`config.mk`:
```
export PLATFORM = sky130hd
export DESIGN_NAME = fifo_sync_cfg_flat
export DESIGN_NICKNAME = d
export VERILOG_FILES = /design/src/rtl/fifo_sync_cfg_if.sv /design/src/rtl/fifo_sync_cfg.sv /design/src/flat_wrapper.sv
export SDC_FILE = /design/constraint.sdc
export NUM_CORES = 1
export LEC_CHECK = 0
export ABC_AREA = 1
export CAP_MARGIN = 20
export CORE_UTILIZATION = 57
export DETAILED_ROUTE_END_ITERATION = 16
export PLACE_DENSITY = 0.9
export SYNTH_ARGS = -nofsm -noshare
export SYNTH_HDL_FRONTEND = slang
export SYNTH_SLANG_ARGS = --single-unit
```
`constraint.sdc`:
```
create_clock -name i_clk -period 2.3 [get_ports i_clk]
set_input_delay 0.575 -clock i_clk [delete_from_list [all_inputs] [get_ports i_clk]]
set_output_delay 0.575 -clock i_clk [all_outputs]
set_load 0.02 [all_outputs]
```
`src/rtl/fifo_sync_cfg_if.sv`:
```
// Handshake, data and status bundle for fifo_sync_cfg.
// The slave modport is the FIFO side; the master modport is the producer/consumer side.
interface fifo_sync_cfg_if #(
  parameter int DATA_WIDTH = 8,
  parameter int ADDR_WIDTH = 3
);
  logic                  i_wr;
  logic [DATA_WIDTH-1:0] i_din;
  logic                  i_rd;
  logic                  i_flush;
  logic                  i_clr_err;
  logic [DATA_WIDTH-1:0] o_dout;
  logic                  o_valid;
  logic                  o_empty;
  logic                  o_almost_empty;
  logic                  o_almost_full;
  logic                  o_full;
  logic [ADDR_WIDTH:0]   o_fill;
  logic                  o_overrun;
  logic                  o_underrun;

  modport master (
    output i_wr, i_din, i_rd, i_flush, i_clr_err,
    input  o_dout, o_valid, o_empty, o_almost_empty, o_almost_full, o_full,
           o_fill, o_overrun, o_underrun
  );

  modport slave (
    input  i_wr, i_din, i_rd, i_flush, i_clr_err,
    output o_dout, o_valid, o_empty, o_almost_empty, o_almost_full, o_full,
           o_fill, o_overrun, o_underrun
  );
endinterface

```
`src/rtl/fifo_sync_cfg.sv`:
```
// Synchronous FIFO with configurable depth and thresholds, sticky overrun/underrun flags,
// flush, and either a registered read port (FWFT=0) or first-word-fall-through (FWFT=1).
module fifo_sync_cfg #(
  parameter int DATA_WIDTH = 8,
  parameter int ADDR_WIDTH = 3,
  parameter int AF_THRESH  = (2**ADDR_WIDTH) - 1,
  parameter int AE_THRESH  = 1,
  parameter int FWFT       = 0
) (
  input  logic            i_clk,
  input  logic            i_rst,
  fifo_sync_cfg_if.slave  bus
);
  localparam int DEPTH = 2**ADDR_WIDTH;
  localparam logic [ADDR_WIDTH:0]   C_FILL_ZERO = (ADDR_WIDTH+1)'(0);
  localparam logic [ADDR_WIDTH:0]   C_FILL_ONE  = (ADDR_WIDTH+1)'(1);
  localparam logic [ADDR_WIDTH:0]   C_FILL_FULL = (ADDR_WIDTH+1)'(DEPTH);
  localparam logic [ADDR_WIDTH:0]   C_FILL_AF   = (ADDR_WIDTH+1)'(AF_THRESH);
  localparam logic [ADDR_WIDTH:0]   C_FILL_AE   = (ADDR_WIDTH+1)'(AE_THRESH);
  localparam logic [ADDR_WIDTH-1:0] C_PTR_ZERO  = (ADDR_WIDTH)'(0);
  localparam logic [ADDR_WIDTH-1:0] C_PTR_ONE   = (ADDR_WIDTH)'(1);

  logic [DATA_WIDTH-1:0] r_mem [DEPTH];
  logic [ADDR_WIDTH-1:0] r_wr_ptr;
  logic [ADDR_WIDTH-1:0] r_rd_ptr;
  logic [ADDR_WIDTH:0]   r_fill;
  logic                  r_overrun;
  logic                  r_underrun;

  logic                  w_empty;
  logic                  w_full;
  logic                  w_rd_ok;
  logic                  w_wr_ok;
  logic                  w_ovr_evt;
  logic                  w_und_evt;
  logic [DATA_WIDTH-1:0] w_rd_word;

  assign w_empty   = (r_fill == C_FILL_ZERO);
  assign w_full    = (r_fill == C_FILL_FULL);
  // A full FIFO still takes a write when a read frees a slot in the same cycle.
  assign w_rd_ok   = bus.i_rd & ~w_empty;
  assign w_wr_ok   = bus.i_wr & (~w_full | w_rd_ok);
  assign w_ovr_evt = ~bus.i_flush & bus.i_wr & ~w_wr_ok;
  assign w_und_evt = ~bus.i_flush & bus.i_rd & w_empty;
  assign w_rd_word = r_mem[r_rd_ptr];

  always_ff @(posedge i_clk) begin
    if (!i_rst && !bus.i_flush && w_wr_ok) begin
      r_mem[r_wr_ptr] <= bus.i_din;
    end
  end

  always_ff @(posedge i_clk) begin
    if (i_rst) begin
      r_wr_ptr   <= C_PTR_ZERO;
      r_rd_ptr   <= C_PTR_ZERO;
      r_fill     <= C_FILL_ZERO;
      r_overrun  <= 1'b0;
      r_underrun <= 1'b0;
    end else begin
      if (bus.i_flush) begin
        r_wr_ptr <= C_PTR_ZERO;
        r_rd_ptr <= C_PTR_ZERO;
        r_fill   <= C_FILL_ZERO;
      end else begin
        if (w_wr_ok) r_wr_ptr <= r_wr_ptr + C_PTR_ONE;
        if (w_rd_ok) r_rd_ptr <= r_rd_ptr + C_PTR_ONE;
        case ({w_wr_ok, w_rd_ok})
          2'b10:   r_fill <= r_fill + C_FILL_ONE;
          2'b01:   r_fill <= r_fill - C_FILL_ONE;
          default: r_fill <= r_fill;
        endcase
      end
      // A fresh error wins over a clear arriving in the same cycle.
      r_overrun  <= w_ovr_evt | (r_overrun  & ~bus.i_clr_err);
      r_underrun <= w_und_evt | (r_underrun & ~bus.i_clr_err);
    end
  end

  generate
    if (FWFT != 0) begin : g_fwft
      assign bus.o_dout  = w_rd_word;
      assign bus.o_valid = ~w_empty;
    end else begin : g_reg
      logic [DATA_WIDTH-1:0] r_dout;
      logic                  r_valid;

      always_ff @(posedge i_clk) begin
        if (i_rst) begin
          r_dout  <= {DATA_WIDTH{1'b0}};
          r_valid <= 1'b0;
        end else if (bus.i_flush) begin
          r_valid <= 1'b0;
        end else begin
          r_valid <= w_rd_ok;
          if (w_rd_ok) r_dout <= w_rd_word;
        end
      end

      assign bus.o_dout  = r_dout;
      assign bus.o_valid = r_valid;
    end
  endgenerate

  assign bus.o_empty        = w_empty;
  assign bus.o_full         = w_full;
  assign bus.o_almost_full  = (r_fill >= C_FILL_AF);
  assign bus.o_almost_empty = (r_fill <= C_FILL_AE);
  assign bus.o_fill         = r_fill;
  assign bus.o_overrun      = r_overrun;
  assign bus.o_underrun     = r_underrun;
endmodule

```
`src/flat_wrapper.sv`:
```
// flat-port wrapper written by rule: the top's interface ports become plain ports
module fifo_sync_cfg_flat 
#(
  parameter int DATA_WIDTH = 8,
  parameter int ADDR_WIDTH = 3,
  parameter int AF_THRESH  = (2**ADDR_WIDTH) - 1,
  parameter int AE_THRESH  = 1,
  parameter int FWFT       = 0
)
  (i_clk, i_rst, bus_i_wr, bus_i_din, bus_i_rd, bus_i_flush, bus_i_clr_err, bus_o_dout, bus_o_valid, bus_o_empty, bus_o_almost_empty, bus_o_almost_full, bus_o_full, bus_o_fill, bus_o_overrun, bus_o_underrun);
  fifo_sync_cfg_if #(.DATA_WIDTH(DATA_WIDTH), .ADDR_WIDTH(ADDR_WIDTH)) bus_i ();
  input  logic i_clk;
  input  logic i_rst;
  input wire logic [$bits(bus_i.i_wr)-1:0] bus_i_wr;
  input wire logic [$bits(bus_i.i_din)-1:0] bus_i_din;
  input wire logic [$bits(bus_i.i_rd)-1:0] bus_i_rd;
  input wire logic [$bits(bus_i.i_flush)-1:0] bus_i_flush;
  input wire logic [$bits(bus_i.i_clr_err)-1:0] bus_i_clr_err;
  output wire logic [$bits(bus_i.o_dout)-1:0] bus_o_dout;
  output wire logic [$bits(bus_i.o_valid)-1:0] bus_o_valid;
  output wire logic [$bits(bus_i.o_empty)-1:0] bus_o_empty;
  output wire logic [$bits(bus_i.o_almost_empty)-1:0] bus_o_almost_empty;
  output wire logic [$bits(bus_i.o_almost_full)-1:0] bus_o_almost_full;
  output wire logic [$bits(bus_i.o_full)-1:0] bus_o_full;
  output wire logic [$bits(bus_i.o_fill)-1:0] bus_o_fill;
  output wire logic [$bits(bus_i.o_overrun)-1:0] bus_o_overrun;
  output wire logic [$bits(bus_i.o_underrun)-1:0] bus_o_underrun;
  assign bus_i.i_wr = bus_i_wr;
  assign bus_i.i_din = bus_i_din;
  assign bus_i.i_rd = bus_i_rd;
  assign bus_i.i_flush = bus_i_flush;
  assign bus_i.i_clr_err = bus_i_clr_err;
  assign bus_o_dout = bus_i.o_dout;
  assign bus_o_valid = bus_i.o_valid;
  assign bus_o_empty = bus_i.o_empty;
  assign bus_o_almost_empty = bus_i.o_almost_empty;
  assign bus_o_almost_full = bus_i.o_almost_full;
  assign bus_o_full = bus_i.o_full;
  assign bus_o_fill = bus_i.o_fill;
  assign bus_o_overrun = bus_i.o_overrun;
  assign bus_o_underrun = bus_i.o_underrun;
  fifo_sync_cfg #(.DATA_WIDTH(DATA_WIDTH), .ADDR_WIDTH(ADDR_WIDTH), .AF_THRESH(AF_THRESH), .AE_THRESH(AE_THRESH), .FWFT(FWFT)) u_core (.i_clk(i_clk), .i_rst(i_rst), .bus(bus_i));
endmodule
```
Yosys cells after proc, flatten, opt, wreduce, memory -nomap -nowiden
Memory sizes are Yosys's and may differ from the RTL's. A register that Yosys moved wholly into a read port is not among the register bits.
Index checks and enable logic that the tools add are counted.
{ "totals": {"reg_bits": 13, "mem_bits_rw": 64, "out_inout_bits": 19, "word_cells": 43, "n_memories": 1} }
{ "memory_table": {"columns": ["name", "words", "width", "read_ports", "rd_ports_with_merged_regs", "wr", "line", "text"], "rows": [
  ["u_core.r_mem", 8, 8, 1, 1, 1, "fifo_sync_cfg.sv:23", "logic [DATA_WIDTH-1:0] r_mem [DEPTH];"]
]} }
{ "classes": {"addsub": 4, "order_cmp": 2, "eq_ne": 3, "muxes": 3, "bitwise": 16, "reduce_logical": 8} }
{ "op_table": {"columns": ["operator", "n"], "rows": [
  ["1-bit AND", 8],
  ["4-bit one-hot mux with 2 select lines", 1],
  ["3-bit by 1-bit adder with 3-bit output (second input constant)", 2],
  ["1-bit inverter", 5],
  ["4-bit by 1-bit adder with 4-bit output (second input constant)", 1],
  ["4-bit equality test (second input constant)", 1],
  ["4-bit by 3-bit greater-or-equal comparator with 1-bit output (second input constant)", 1],
  ["4-bit by 1-bit <= comparator with 1-bit output (second input constant)", 1],
  ["4-bit logical NOT", 1],
  ["4-bit by 1-bit subtractor with 4-bit output (second input constant)", 1],
  ["1-bit OR", 3],
  ["2-bit by 1-bit equality test with 1-bit output (second input constant)", 1],
  ["2-bit equality test (second input constant)", 1],
  ["1-bit logical AND", 2],
  ["1-bit logical NOT", 2],
  ["1-bit two-way mux", 2],
  ["2-bit AND reduction", 1],
  ["2-bit nonzero test", 1],
  ["2-bit OR reduction", 1]
]} }

Logic depth before layout (Yosys ltp)
{ "logic_depth": {"ltp_word": 8, "depth_mapped": 12} }

Worst setup path after synthesis
No wires, ideal clock.
{ "synth_path": {"kind": "flip-flop to flip-flop", "start": "reg u_core.r_fill[0] (netlist: u_core.bus.o_fill[0])", "end": "reg u_core.r_fill[3] (netlist: u_core.bus.o_fill[3])", "t_arrival_ns": 2.106, "t_required_ns": 2.230, "slack_ns": 0.125, "stages_incl_launch_ff": 13, "synth_period_minus_slack_ns": 2.175, "cell_sequence": "dfxtp_1 -> inv_1 -> ha_1 -> inv_1 -> nor3_2 -> nand2_2 -> nand2_4 -> ha_1 -> nor2_1 -> nand4_1 -> nand2_1 -> o21ai_0 -> a21oi_1"} }
{ "synth_via": {"elab_cells_between_ends": 13, "cone_classes": "2 x add/sub; 3 x eq/ne; 1 x mux; 5 x bitwise; 2 x reduce/logical"} }
{ "synth_lines": {"columns": ["item", "line", "text"], "rows": [
  ["start, declared", "fifo_sync_cfg.sv:26", "logic [ADDR_WIDTH:0] r_fill;"],
  ["start signal, assigned", "fifo_sync_cfg.sv:69", "2'b10: r_fill <= r_fill + C_FILL_ONE;"],
  ["start signal, assigned", "fifo_sync_cfg.sv:70", "2'b01: r_fill <= r_fill - C_FILL_ONE;"],
  ["start signal, assigned", "fifo_sync_cfg.sv:71", "default: r_fill <= r_fill;"],
  ["4-bit equality test (*)", "fifo_sync_cfg.sv:39", "assign w_full = (r_fill == C_FILL_FULL);"],
  ["via bus_o_full", "flat_wrapper.sv:24", "output wire logic [$bits(bus_i.o_full)-1:0] bus_o_full;"],
  ["1-bit inverter (*)", "fifo_sync_cfg.sv:42", "assign w_wr_ok = bus.i_wr & (~w_full | w_rd_ok);"],
  ["1-bit OR (*)", "fifo_sync_cfg.sv:42", null],
  ["1-bit AND (*)", "fifo_sync_cfg.sv:42", null],
  ["2-bit by 1-bit equality test with 1-bit output or 2-bit equality test (tied branches)", "fifo_sync_cfg.sv:68", "case ({w_wr_ok, w_rd_ok})"],
  ["4-bit one-hot mux with 2 select lines or 2-bit nonzero test (tied branches)", null, null]
]} }
The timed path passes the listed nets; every way through them passes the cells marked *.
A chain may end at the register's enable or synchronous reset.

Worst setup path after layout
{ "layout_path": {"start": "reg u_core.r_fill[0] (netlist: u_core.bus.o_fill[0])", "end": "out bus_o_empty"} }
{ "layout_via": {"elab_chain_len": 1} }
{ "layout_rtl": {"columns": ["item", "line", "text"], "rows": [
  ["4-bit logical NOT", "fifo_sync_cfg.sv:38", "assign w_empty = (r_fill == C_FILL_ZERO);"],
  ["end, declared", "flat_wrapper.sv:21", "output wire logic [$bits(bus_i.o_empty)-1:0] bus_o_empty;"]
]} }
No other way between the ends.

==> reports/summary.txt <==
CTS tree - yes
First-pass GRT wire length - 13900 um
Final Max Slew Viols - 0
Total core area - 0.00635 mm2
R2R Setup Slk - 0.17 ns
RSZ-0062 raised after global routing - false
WP data required - 1.73 ns
Post-synth top area share - 51.3%
Setup TNS - 0 ns
Hold depth - 2
Area leader, netlist - edfxtp_1
Nets@finish - 452
Min-delay worst type - register to register
Crit Path Max Fanout - 5
Crit-path slowest cell - dfxtp_1
Post-Syn Nets - 402
Fin crit share - 95.7%
DR WL/cell - 16.8 um
Max-cap violation count - 0
Worst-Skew Late Latency - 0.36 ns
Starting DRT DRC Count - 376
Cell variety after synth - 32
Chip Height - 83.1 um
Fmax - 0.454 GHz
TritonCTS buffer count - 9
Startpoint types - register
Vias - 2857
Crit path max-delay family - buffers and inverters
Fin area - 0.00444 mm2
Clock slew at reported path FFs - 0.08 ns
Area after DPL - 0.00423 mm2
Routability Congestion - 0.822
Postcts setup bufs - 0
Sequential share of the synthesized area - 62.5%
Max Clock Skew - 0.00842 ns
Final Non-Filler Cells - 514
Grt ovf - 0
Die ar. - 0.00690 mm2
Pwr dens - 677 mW/mm2
Fin util - 69.9%
Worst Reg2Reg Path Length in Cells - 12
CTS H-tree depth - 3
Ports - 33
Outcome - finished, final reports clean
Worst R2R End - u_core.bus.o_fill[3]
Worst Setup End Kind - output pin
Root Buffer - clkbuf_8
Sink Count - 85
Synth top area cells - edfxtp_1, dfxtp_1, nand2_1
Crit path buf inv count - 3
Setup violators final - 0
Layout cells sized above 1 - 13.3%
Fin. Hold Viols - 0
EDFF count, synth - 64
Mapped Cells - 382
Initial antenna violation count - 0
Longest Clk Path Bufs - 2
Initial core utilization - 59.0%
CP cell instances - inv_1 > ha_1 > nand3_2 > inv_1 > dlygate4sd2_1
Initial DRT Pass Iterations - 5
Worst-Margin Slew - 0.370 ns
Tmin final - 2.20 ns
Via density - 5.56
Die Wd - 83.1 um
Reg2reg start - u_core.bus.o_fill[1]
Final WL - 8620 um
# diodes - 0
Post-route ant nets - 0
Hold Path Origin - u_core.bus.o_dout[0]
Yosys warns - 0
Crit path top cell by count - inv_1
Netlist Area Pre-Place - 0.00375 mm2
Synth Flop Type - edfxtp_1
All-Layer GR Usage - 26.7%
Ys async rst share - 0%
Port bufs - 32
FP Rows - 29
Kind of critical path - register to output pin
Critical path's largest stage delay - 0.41 ns
Synthesized flop and latch total - 85
Mapped Avg Cell Area - 9.81 um2
Placed cell count - 498
Hold Path End - u_core.bus.o_dout[0]
Crit path arrival time - 1.63 ns
Largest net degree at the start of global routing - 35
Area Growth Syn to Fin - 18.4%
Dpl hpwl - 5490 um
Leak - 1.91 nW
Via count of the first global-routing pass - 2902
Number of remaining DRC errors - 0
Max_slew headroom - 75.2%
Worst vdd ir - 0.000578 V
[synthesized netlist by cell type (4+ instances only)]
master and n:
inv_2 5, inv_1 61, nand2_1 96, edfxtp_1 64
ha_1 6, nand3_1 53, buf_4 4, o21ai_0 8
a21oi_1 14, nor2_1 16, dfxtp_1 21, buf_2 7
nand2_2 4
[per-stage QoR]
stage	total power, mW	hold slack, ns	setup slack (ns)
floorplan	1.84	0.492	0.125
global placement	1.94	0.452	0.119
detailed placement	1.95	0.458	0.0295
CTS	3.02	0.470	0.0185
global route	3.10	0.494	0.00522
finish	3.01	0.470	0.0981
[how the worst max path moves through the flow]
stage	to	cells after the start	from	slack, ns
5_1_grt	bus_o_almost_empty	5	u_core.bus.o_fill[0]	0.005
2_1_floorplan	u_core.bus.o_fill[3]	12	u_core.bus.o_fill[0]	0.12
6_report	bus_o_empty	5	u_core.bus.o_fill[0]	0.1
4_1_cts	bus_o_almost_full	4	u_core.bus.o_fill[3]	0.02
3_3_place_gp	u_core.bus.o_fill[3]	10	bus_i_rd	0.12
3_5_place_dp	u_core.bus.o_fill[3]	10	bus_i_rd	0.03
[cells in the final DEF, fill, tap and decap left out, types with 7 or more instances in the layout]
cell type,instances
edfxtp_1,64
clkbuf_8,11
a21oi_1,14
dfxtp_1,20
inv_1,61
nor2_1,16
buf_4,19
nand2_1,96
o21ai_0,7
clkdlybuf4s50_1,28
nand3_1,53
[worst reg2reg max path, cell delays in order, from the launching register on]
cell	delay (ns)
dfxtp_1	0.36
inv_1	0.11
ha_1	0.22
inv_1	0.09
nor3_2	0.18
nand2_2	0.11
nand2_4	0.11
ha_1	0.29
nor2_1	0.17
nand4_1	0.11
nand2_1	0.11
o21ai_0	0.08
a21oi_1	0.13
[sequential cells by signal, summed over array words and instances, names as in the netlist]
signal and cells:
u_core.bus.o_valid 1, u_core.bus.o_overrun 1, u_core.r_wr_ptr 3, u_core.bus.o_underrun 1
u_core.bus.o_fill 4, u_core.bus.o_dout 8, u_core.r_rd_ptr 3, u_core.r_mem 64
[layout make-up]
cell class              count  area [um2]
flip-flops and latches     85        2340
fillers                   413        1910
multi-input cells         214        1050
repair buffers             51         458
inverters                  71         278
clock buffers              11         151
well taps                  77        96.3
clock inverters             5        58.8
[layer usage]
layer  GRT usage (%)  vias to the layer above  wire length (um)
li1                -                     1334                 -
met1            31.7                     1330              3200
met2            44.3                      167              4490
met3            5.57                       26               711
met4            17.2                        0               216
met5               0                        -                 0
[logic make-up (layout without fill, tap and decap cells)]
group,after synthesis,after routing,share of synthesized area [%]
and+or+nand+nor,180,180,21.9
DFF,85,85,62.5
buffers and inverters,83,138,9.45
AOI/OAI and AO/OA,26,26,3.71
adders and majority gates,6,6,2.00
xor gates and xnor gates,2,2,0.467
[power breakdown]
group	internal, mW	leakage (nW)	switching (mW)
Clock	0.561	0.102	0.524
Combinational	0.0929	1.06	0.151
Sequential	1.66	0.747	0.0134
[what timing repair did]
item,CTS,global route
endpoints found under the setup margin,4,3
hold buffers,0,0
resized for setup,4,4
cloned,0,0
Power figures use the tool's default switching activity.
